$ cat src/rtl/dlsc_pcie_s6_inbound_write.sv
// dlsc_pcie_s6_inbound_write: replays inbound PCIe memory write TLPs as aligned AXI write bursts.
// Optional DLSC_PCIE_S6_INBOUND_WRITE_ZERO_LEN_EN drops zero-length writes instead of issuing them.
module dlsc_pcie_s6_inbound_write #(
    parameter int ADDR = 32,
    parameter int LEN  = 4,
    parameter int MOT  = 16
) (
    input  logic            clk,
    input  logic            rst_n,
    output logic            tlp_h_ready,
    input  logic            tlp_h_valid,
    input  logic [ADDR-3:0] tlp_h_addr,
    input  logic [9:0]      tlp_h_len,
    input  logic [3:0]      tlp_h_be_first,
    input  logic [3:0]      tlp_h_be_last,
    output logic            tlp_d_ready,
    input  logic            tlp_d_valid,
    input  logic [31:0]     tlp_d_data,
    input  logic            axi_aw_ready,
    output logic            axi_aw_valid,
    output logic [ADDR-1:0] axi_aw_addr,
    output logic [LEN-1:0]  axi_aw_len,
    input  logic            axi_w_ready,
    output logic            axi_w_valid,
    output logic            axi_w_last,
    output logic [3:0]      axi_w_strb,
    output logic [31:0]     axi_w_data,
    output logic            axi_b_ready,
    input  logic            axi_b_valid,
    input  logic [1:0]      axi_b_resp,
    output logic            wr_busy,
    output logic            wr_err
);
    localparam int OW = $clog2(MOT + 1);

    typedef enum logic [1:0] {ST_IDLE, ST_AW, ST_W} state_t;

    state_t          state, state_nx;
    logic            rdy;
    logic [ADDR-3:0] addr;
    logic [10:0]     remaining;
    logic [3:0]      be_first, be_last;
    logic            first;
    logic [LEN:0]    beats;
    logic [OW-1:0]   outstanding;
    logic [10:0]     space, burst;
    logic            zero, zl_hdr;
    logic            h_hs, aw_hs, d_hs, b_hs, w_end, tlp_end;

`ifdef DLSC_PCIE_S6_INBOUND_WRITE_ZERO_LEN_EN
    logic zero_r;
    assign zero   = zero_r;
    assign zl_hdr = (tlp_h_len == 10'd1) && (tlp_h_be_first == 4'h0);
    always_ff @(posedge clk or negedge rst_n) begin
        if (!rst_n) zero_r <= 1'b0;
        else if (h_hs) zero_r <= zl_hdr;
    end
`else
    assign zero   = 1'b0;
    assign zl_hdr = 1'b0;
`endif

    // bursts stop at the next 2^LEN-DWORD boundary
    assign space   = 11'(2 ** LEN) - 11'(addr[LEN-1:0]);
    assign burst   = (remaining < space) ? remaining : space;
    assign h_hs    = tlp_h_valid & tlp_h_ready;
    assign aw_hs   = axi_aw_valid & axi_aw_ready;
    assign d_hs    = tlp_d_valid & tlp_d_ready;
    assign b_hs    = axi_b_valid & axi_b_ready;
    assign w_end   = d_hs & ((beats == (LEN+1)'(1)) | zero);
    assign tlp_end = remaining == burst;

    assign axi_aw_addr = {addr, 2'b00};
    assign axi_aw_len  = LEN'(burst - 11'd1);
    assign axi_w_data  = tlp_d_data;
    assign axi_w_last  = beats == (LEN+1)'(1);
    assign axi_w_strb  = first ? be_first : (axi_w_last && tlp_end) ? be_last : 4'hF;
    assign axi_b_ready = rdy;
    assign wr_busy     = (state != ST_IDLE) || (outstanding != '0);

    always_ff @(posedge clk or negedge rst_n) begin
        if (!rst_n) state <= ST_IDLE;
        else state <= state_nx;
    end

    always_comb begin
        state_nx     = state;
        tlp_h_ready  = 1'b0;
        tlp_d_ready  = 1'b0;
        axi_aw_valid = 1'b0;
        axi_w_valid  = 1'b0;
        case (state)
            ST_IDLE: begin
                tlp_h_ready = rdy;
                if (tlp_h_valid && rdy) state_nx = zl_hdr ? ST_W : ST_AW;
            end
            ST_AW: begin
                axi_aw_valid = outstanding < OW'(MOT);
                if (axi_aw_valid && axi_aw_ready) state_nx = ST_W;
            end
            ST_W: begin
                tlp_d_ready = axi_w_ready | zero;
                axi_w_valid = tlp_d_valid & ~zero;
                if (w_end) state_nx = (tlp_end || zero) ? ST_IDLE : ST_AW;
            end
            default: state_nx = ST_IDLE;
        endcase
    end

    always_ff @(posedge clk or negedge rst_n) begin
        if (!rst_n) begin
            rdy         <= 1'b0;
            addr        <= '0;
            remaining   <= '0;
            be_first    <= '0;
            be_last     <= '0;
            first       <= 1'b0;
            beats       <= '0;
            outstanding <= '0;
            wr_err      <= 1'b0;
        end else begin
            rdy <= 1'b1;
            if (h_hs) begin
                addr      <= tlp_h_addr;
                remaining <= {tlp_h_len == 10'd0, tlp_h_len};
                be_first  <= tlp_h_be_first;
                be_last   <= tlp_h_be_last;
                first     <= 1'b1;
            end
            if (aw_hs) beats <= (LEN+1)'(burst);
            if (d_hs) begin
                first <= 1'b0;
                beats <= beats - (LEN+1)'(1);
            end
            if (w_end) begin
                addr      <= addr + (ADDR-2)'(burst);
                remaining <= remaining - burst;
            end
            if (aw_hs != b_hs) outstanding <= aw_hs ? outstanding + OW'(1) : outstanding - OW'(1);
            if (b_hs && axi_b_resp != 2'b00) wr_err <= 1'b1;
        end
    end
endmodule

$ cat config.mk
export PLATFORM = sky130hd
export DESIGN_NAME = dlsc_pcie_s6_inbound_write
export DESIGN_NICKNAME = d
export VERILOG_FILES = /design/src/rtl/dlsc_pcie_s6_inbound_write.sv
export SDC_FILE = /design/constraint.sdc
export NUM_CORES = 1
export LEC_CHECK = 0
export BUFFER_PORTS_ARGS = -buffer_cell sky130_fd_sc_hd__buf_2
export CAP_MARGIN = 20
export CELL_PAD_IN_SITES_DETAIL_PLACEMENT = 0
export CELL_PAD_IN_SITES_GLOBAL_PLACEMENT = 1
export CORE_ASPECT_RATIO = 1.4
export CORE_MARGIN = 3
export CORE_UTILIZATION = 27
export DETAILED_ROUTE_END_ITERATION = 10
export PLACE_DENSITY = 0.64
export REMOVE_ABC_BUFFERS = 1
export SETUP_SLACK_MARGIN = 0.1
export SLEW_MARGIN = 20
export SYNTH_ARGS = -nofsm -noshare
export SYNTH_HDL_FRONTEND = slang
export SYNTH_SLANG_ARGS = --single-unit
$ cat constraint.sdc
create_clock -name clk -period 9.5 [get_ports clk]
set_input_delay 1.9 -clock clk [delete_from_list [all_inputs] [get_ports clk]]
set_output_delay 1.9 -clock clk [all_outputs]
set_load 0.01 [all_outputs]
==> results.ini, run 1 <==
[yosys]
avgSynthCellArea_um2 = 8.64
yosysUniqueCellTypes = 65
yosysWarnings = 0
synth_top_cells_by_count = dfrtp_1, nand2_1, nor2_1
synth.most_common_cell = dfrtp_1
synth_edf_count = 0
postSynthCellCount = 538
ys_ff_latch = 64
synth_ff_type = dfrtp_1
ys_top_cells_by_area = dfrtp_1, ha_1, buf_4
async_reset_ff_share_pct = 100
synth_top_area_cell = dfrtp_1
netlist.area_leader.share_pct = 34.5
synth_area_um2 = 4650
yosysSeqAreaShare_pct = 34.5

[drt]
first_pass_iters = 4
drt_iter0_markers = 180
vias = 4303
wl_per_cell_um = 18.2
antenna_left = 0
vias_per_cell = 5.25
drc = 0
finalWirelength_mm = 14.9

[floorplan]
chipWidth_um = 117
rows = 56
design.die.area_um2 = 18800
core_area_um2 = 16800
boundaryPins = 169
die_h_um = 161
start_util_pct = 27.6

[sta]
hold_viol_final = 0
clock-skew-final_ps = 7.36
period_needed_ps = 5970
worstMarginPinSlew_ps = 912
timing.fmax_mhz = 167
timing.final.crit_share_pct = 62.9
rsz0062_at_grt = false
setup_violations = 0
drv_slew = 0
fin_ws_ps = 3530
setup_tns_ps = 0
max-slew-margin-rel_pct = 39.0

[cells_and_area]
diodes = 0
fill_cells = 1820
final_util_pct = 32.3
drive_gt1_share_pct = 22.9
nets = 731
final_area_um2 = 5430
multi_input_area_um2 = 2640
syn_to_final_growth_pct = 16.9
ff_latch_area_um2 = 1600

[placement]
port_buffers = 102
hpwlAfterDp_mm = 11.1
place.gp.congestion = 0.818
place_area_um2 = 5160
pre_cts_slack_ps = 3890

[cts]
ctsHtreeMaxLevel = 3
postCtsSetupBuffers = 0
numCtsBuffers = 9
ctsHoldBuffers = 0
cts_buffer_depth = 2
cts-root-buf = clkbuf_16
clkTransAtPathRegs_ps = 60
clock_latency_ps = 330
cts.sinks = 64
cts_tree = done
cts_resized = 0

[pwr]
leakagePower_uw = 0.00249
max-vdd-ir-drop_mv = 0.112
power_density_nw_per_um2 = 361

[min_path]
min-delay-start = wr_err
whs_endpoint = wr_err
hold_path.class = reg2reg
min_delay_path_depth = 1

[global_route]
grt_first_pass_wirelength_mm = 23.3
grt.total_usage_pct = 15.8
grt_max_degree = 65
grt_antenna_before_repair = 0
gr-total-overflow = 0
grt_pass1_vias = 4387

[setup_path]
reg2reg_depth = 18
r2r_setup_slack_ps = 4630
r2r-start = addr[0]
rr_endpoint = addr[12]
worst_ep_required_time_ps = 7600
critPathCaptureType = output port
cp_max_fo = 7
cp_data_arrival_time_ps = 4070
critPathKind = reg2out
startpoint_type = flop

[flow_run]
cap_violations = 0

[outcome]
status = finished, final reports clean

-- registers in the layout (all words and copies together) (netlist names), 2 cells and up --
register	flops
addr	30
outstanding	5
be_last	4
beats	5
be_first	4
remaining	11
state	2
-- critical path: stages (launching register included) --
cell     delay (ps)
dfrtp_1         470
inv_1            90
ha_1            230
xnor2_1         340
inv_1            90
ha_1            280
a21oi_1          90
o21ai_4         340
mux2i_1         420
inv_1           130
ha_1            320
nand4_1         160
or3_1           440
nor2_1          120
a21oi_1          50
buf_2           150
-- final cells by class --
cell class	count	share of cell area, %
tap	203	4.67
timing repair buffer	107	10.1
clock inverter	6	0.645
sequential	64	29.5
inverter	32	2.21
clock buffer	10	4.40
multi-input combinational	398	48.5
-- worst max-delay path by stage --
stage	from	end	slack, ps	cells past startpoint
2_1_floorplan	addr[0]	axi_w_strb[0]	4360	14
3_3_place_gp	addr[0]	axi_w_strb[1]	4020	15
3_5_place_dp	addr[0]	axi_w_strb[0]	3890	15
4_1_cts	addr[0]	axi_w_strb[0]	3500	15
5_1_grt	addr[0]	axi_w_strb[1]	3230	15
6_report	addr[0]	axi_w_strb[1]	3530	15
-- cells in the final DEF, fill, tap and decap left out, types with 7 or more instances in the layout --
cell type  instances
nor4_1             7
nor3_1            12
dfrtp_1           64
nor2_1            36
and3_1            10
buf_2            102
a22oi_1            9
nand3_1           19
conb_1             9
o311ai_0          14
nand2_1           62
nand2b_1           7
inv_1             32
ha_1              27
o211ai_1          12
clkbuf_16          9
o21ai_0           31
a21oi_1           28
xnor2_1           15
-- power by group --
part	switching, uW	internal (uW)	total [uW]
clock network	130	182	312
registers	155	398	553
logic	620	475	1100
total	906	1060	1960
-- metal layers --
metal | part of all wire (%) | GRT usage, % | up-vias
met5 | 0.19 | 1.67 | -
met4 | 2.1 | 4.75 | 2
met3 | 6.3 | 5.17 | 19
met2 | 48 | 25.8 | 124
met1 | 43 | 19.7 | 2101
li1 | - | - | 2057
-- cell families after synthesis --
logic type,count (synthesis),synth area share (%)
AND/OR/NAND/NOR,191,20.4
adder cells (fa/ha/maj),30,8.56
multiplexers,7,1.99
flip-flops,64,34.5
AO/OA/AOI/OAI,141,21.2
other,2,0.162
buffers and inverters,83,9.45
XOR/XNOR,20,3.77
-- per-stage QoR --
| step | power (uW) | hold slack, ps | std cells |
|---|---|---|---|
| 6_report | 1960 | 478 | 820 |
| 5_1_grt | 2140 | 494 | 820 |
| 4_1_cts | 1970 | 477 | 820 |
| 3_5_place_dp | 1650 | 461 | 804 |
| 3_3_place_gp | 1630 | 455 | 804 |
| 2_1_floorplan | 1300 | 446 | 494 |
No activity file was read; power rests on OpenSTA's default activity.
==> run 2: changes to the inputs <==
clock period = 6 ns   (was 9.5 ns; I/O delays follow)
==> run 2 against run 1 <==
  * Die area unchanged
  * Via count down 0.23%
  * Count of clock-buffer cells in the layout shrank 1
  * First-iteration DRC count is 16% lower
  * Critical path type unchanged
  * Combinational power increased by 57%
  * Power increased by 62%
  * Setup slack worse by 2800 ps
  * Clock power is 83% higher
  * Cell count stayed put
  * Largest power group unchanged
  * Critical path depth stayed put
  * Sequential power grew 59%
  * Sequential share of layout area down 0.25 points
==> results.ini, run 2 (synthesis results as in run 1) <==
[outcome]
status = finished, final reports clean

[drt]
wl_per_cell_um = 18.3
drc = 0
vias = 4293
drt_iter0_markers = 151
finalWirelength_mm = 15.0
vias_per_cell = 5.24
first_pass_iters = 4
antenna_left = 0

[setup_path]
critPathCaptureType = output port
cp_max_fo = 7
path_delay_family = simple AND/OR/NAND/NOR gates
cp_cell_sequence = inv_1 -> ha_1 -> xnor2_1 -> inv_1 -> ha_1 -> a21oi_1 -> o21ai_4 -> mux2i_2 -> ha_1 -> and3_1 -> nand4_1 -> or3_1 -> nor2_1 -> a21oi_1 -> buf_2
critical_path_buf_inv_count = 3
critPathKind = reg2out
crit_top_cell = ha_1
cp_data_arrival_time_ps = 4040
cpPeakStageDelay_ps = 490
worst_ep_required_time_ps = 4800
startpoint_type = flop
cpMaxStageDelayCell = mux2i_2

[cts]
ctsHoldBuffers = 0
cts_resized = 0
cts_buffer_depth = 2
postCtsSetupBuffers = 0
cts.sinks = 64
ctsHtreeMaxLevel = 3
cts-root-buf = clkbuf_16
numCtsBuffers = 9
cts_tree = done
clkTransAtPathRegs_ps = 60
clock_latency_ps = 330

[pwr]
max-vdd-ir-drop_mv = 0.202
power.switching_uw = 1430
p_total_uw = 3180
power_density_nw_per_um2 = 580
p_sw_share_pct = 45.1
pwr-share-clk_pct = 17.9
sequentialPowerShare_pct = 27.6
leakagePower_uw = 0.00251
intPower_uw = 1750
p_comb_share_pct = 54.5

[global_route]
gr-total-overflow = 0
grt_first_pass_wirelength_mm = 23.5
grt.total_usage_pct = 15.9
grt_antenna_before_repair = 1
grt_pass1_vias = 4474
grt_max_degree = 65

[flow_run]
cap_violations = 0

[sta]
worstMarginPinSlew_ps = 873
rsz0062_at_grt = false
setup_tns_ps = 0
setup_violations = 0
clock-skew-final_ps = 6.52
drv_slew = 0
fin_ws_ps = 765
period_needed_ps = 5240
worst_hold_slack_ps = 478
max-slew-margin-rel_pct = 41.8
timing.fmax_mhz = 191
timing.final.crit_share_pct = 87.3
hold_viol_final = 0

[placement]
port_buffers = 102
place.gp.congestion = 0.806
hpwlAfterDp_mm = 11.3
pre_cts_slack_ps = 1080

[cells_and_area]
top_register = addr
diodes = 0
syn_to_final_growth_pct = 17.9
largest_reg_flops = 30
drive_gt1_share_pct = 22.9
final_util_pct = 32.6
mostFrequentLayoutCells = buf_2, dfrtp_1, nand2_1
nets = 731
reg_top3 = addr x30, remaining x11
final_common_cell = buf_2

[min_path]
hold_path.class = reg2reg

[floorplan]
design.die.area_um2 = 18800
start_util_pct = 27.6
die_h_um = 161
core_area_um2 = 16800
rows = 56
chipWidth_um = 117
boundaryPins = 169

run 2: layout make-up:
| cell class | instances | area, um^2 |
|---|---|---|
| fill | 1811 | 11300 |
| multi-input combinational | 398 | 2640 |
| sequential | 64 | 1600 |
| timing repair buffer | 107 | 548 |
| tap | 203 | 254 |
| clock buffer | 9 | 225 |
| inverter | 32 | 120 |
| clock inverter | 7 | 95.1 |
run 2: worst register-to-register path: stages (launching register included):
cell and delay [ps]:
dfrtp_1 470, inv_1 90, ha_1 230, xnor2_1 360, inv_1 90, ha_1 280, a21oi_1 90, o21ai_4 340
mux2i_1 410, inv_1 120, ha_1 220, inv_1 70, fa_1 210, nor2b_1 90, o2111a_1 250, nor3_1 470
o221ai_1 370, and3_1 270, a221o_1 250
run 2: metrics by stage:
| stage | std cells | instance area, um^2 |
|---|---|---|
| CTS | 820 | 5480 |
| global placement | 804 | 5160 |
| finish | 820 | 5480 |
| global route | 820 | 5480 |
| floorplan | 494 | 4350 |
| detailed placement | 804 | 5160 |
run 2: path summary, 6_finish.rpt:
| path | startpoint | to | slack, ps | cells past startpoint |
|---|---|---|---|---|
| hold reg to reg | wr_err | wr_err | 480 | 1 |
| hold / removal | wr_err | wr_err | 480 | 1 |
| min in group asynchronous | rst_n | addr[10] | 1080 | 2 |
| max in group asynchronous | rst_n | addr[26] | 4360 | 2 |
| setup / recovery | addr[0] | axi_w_strb[2] | 760 | 15 |
| setup reg to reg | addr[0] | addr[12] | 1200 | 18 |
run 2: metal layers:
layer	GRT usage (%)	share of wire [%]	up-vias
li1	-	-	2057
met2	26.2	49	128
met1	19.8	43	2085
met5	1.67	0.24	-
met4	4.17	1.8	4
met3	5.13	6.1	19
run 2: power groups by stage:
| stage | registers, uW | logic, uW | clock network, uW |
|---|---|---|---|
| after floorplan | 860 | 1190 | 0 |
| after global placement | 872 | 1700 | 0 |
| after detailed placement | 884 | 1740 | 0 |
| after CTS | 878 | 1750 | 585 |
| after global routing | 918 | 1960 | 606 |
| final | 879 | 1730 | 570 |
==> run 3: changes to the inputs <==
--- a/config.mk
+++ b/config.mk
@@ -8,3 +8,3 @@
 export BUFFER_PORTS_ARGS = -buffer_cell sky130_fd_sc_hd__buf_2
-export CAP_MARGIN = 20
+export CAP_MARGIN = 15
 export CELL_PAD_IN_SITES_DETAIL_PLACEMENT = 0
@@ -12,3 +12,2 @@
 export CORE_ASPECT_RATIO = 1.4
-export CORE_MARGIN = 3
 export CORE_UTILIZATION = 27
--- a/constraint.sdc
+++ b/constraint.sdc
@@ -3,2 +3,2 @@
 set_output_delay 1.2 -clock clk [all_outputs]
-set_load 0.01 [all_outputs]
+set_load 0.02 [all_outputs]
==> run 3 against run 2 <==
  * Fmax fell by 1.4%
  * Power rose by 5.7%
  * Utilization rose by 0.19 points
==> results.ini, run 3 (synthesis results as in run 1) <==
[global_route]
grt_use_met3_pct = 5.66
gr-total-overflow = 0
grt.total_usage_pct = 16.9
grt_first_pass_wirelength_mm = 23.1
met2_usage_pct = 28.7
grt_pass1_vias = 4413
grt.met1_usage_pct = 19.9
grt_busiest_layer = met2
grt_antenna_before_repair = 1
grt_max_degree = 65

[sta]
setup_tns_ps = 0
drv_slew = 0
rsz0062_at_grt = false
period_needed_ps = 5310
worst_hold_slack_ps = 482
timing.fmax_mhz = 188
worstMarginPinSlew_ps = 875
clock-skew-final_ps = 6.14
setup_violations = 0
fin_ws_ps = 690
hold_viol_final = 0
timing.final.crit_share_pct = 88.5
max-slew-margin-rel_pct = 41.7

[cells_and_area]
mostFrequentLayoutCells = buf_2, dfrtp_1, nand2_1
final_util_pct = 32.8
syn_to_final_growth_pct = 18.6
top_register = addr
largest_reg_flops = 30
drive_gt1_share_pct = 23.0
fill_cells = 1824
diodes = 0
nets = 732
reg_top3 = addr x30, remaining x11
final_common_cell = buf_2

[setup_path]
critPathKind = reg2out
worst_ep_required_time_ps = 4800
cp_max_fo = 7
critPathCaptureType = output port
cpMaxStageDelayCell = dfrtp_1
cpPeakStageDelay_ps = 460
cp_cell_sequence = inv_1 -> ha_1 -> xnor2_1 -> inv_1 -> ha_1 -> a21oi_1 -> o21ai_4 -> mux2i_1 -> inv_1 -> ha_1 -> nand4_1 -> or3_1 -> nor2_1 -> a21oi_1 -> buf_2
cp_data_arrival_time_ps = 4110
startpoint_type = flop

[floorplan]
core_area_um2 = 16800
rows = 56
chipWidth_um = 113
boundaryPins = 169
die_h_um = 157
start_util_pct = 27.6
design.die.area_um2 = 17700

[drt]
drc = 0
drt_iter0_markers = 243
vias = 4301
first_pass_iters = 4
antenna_left = 0
vias_per_cell = 5.24
wl_per_cell_um = 18.1
finalWirelength_mm = 14.9

[pwr]
sequentialPowerShare_pct = 26.1
pwr-share-clk_pct = 18.4
power.switching_uw = 1570
p_total_uw = 3360
max-vdd-ir-drop_mv = 0.178
leakagePower_uw = 0.00253
p_comb_share_pct = 55.6
p_sw_share_pct = 46.7
intPower_uw = 1790
power_density_nw_per_um2 = 609

[outcome]
status = finished, final reports clean

[placement]
place.gp.congestion = 0.817
port_buffers = 102
hpwlAfterDp_mm = 11.0
pre_cts_slack_ps = 1070

[cts]
ctsHtreeMaxLevel = 3
postCtsSetupBuffers = 0
cts-root-buf = clkbuf_16
clock_latency_ps = 330
ctsHoldBuffers = 0
cts.sinks = 64
cts_resized = 0
cts_buffer_depth = 2
cts_tree = done
numCtsBuffers = 9
clkTransAtPathRegs_ps = 60

[flow_run]
cap_violations = 0

[min_path]
hold_path.class = reg2reg

==> run 3: changes by cell type in the layout (fill, tap and decap cells not counted), sizes merged <==
cell	before	now
buf	107	108
bufinv	2	3
inv	33	32
==> run 3: final cells by class <==
class / instances / area, um^2 / area share, %
inverters: 32 / 120 / 2.18
clock buffers: 9 / 225 / 4.09
flip-flops and latches: 64 / 1600 / 29.1
multi-input cells: 398 / 2640 / 47.8
repair buffers: 108 / 556 / 10.1
clock inverters: 7 / 120 / 2.18
well taps: 203 / 254 / 4.61
==> run 3: metrics by stage <==
step                      cells  instance area [um^2]
final                       821                  5510
after global routing        821                  5510
after CTS                   821                  5510
after detailed placement    805                  5170
after global placement      805                  5160
after floorplan             494                  4350
==> run 3: path summary, 6_finish.rpt <==
check | slack, ps | depth (start not counted) | endpoint | from
worst max-delay path | 690 | 15 | axi_w_strb[3] | addr[0]
worst min-delay path | 480 | 1 | wr_err | wr_err
worst max register to register | 1240 | 18 | addr[12] | addr[0]
worst min register to register | 480 | 1 | wr_err | wr_err
max in group asynchronous | 4370 | 2 | remaining[2] | rst_n
min in group asynchronous | 1080 | 2 | addr[10] | rst_n
==> run 3: per-layer routing <==
layer  share of wire (%)  up-vias
met5                   0        -
met4                 1.6        0
met3                 6.8       17
met2                  49      135
met1                  43     2084
li1                    -     2065
==> run 3: power by group through the flow <==
stage	logic, uW	clock network (uW)	registers [uW]
3_5_place_dp	1860	0	882
2_1_floorplan	1240	0	934
3_3_place_gp	1830	0	872
6_report	1870	617	876
4_1_cts	1870	630	876
5_1_grt	2070	651	913
==> run 3: worst max-delay path, delay by kind of cell (launching register included) <==
family          cells  cell delay, ps
buf+inv             4             450
simple gates        3             750
fa+ha+maj           3             840
compound gates      3             490
mux                 1             420
flops               1             460
xor+xnor            1             350
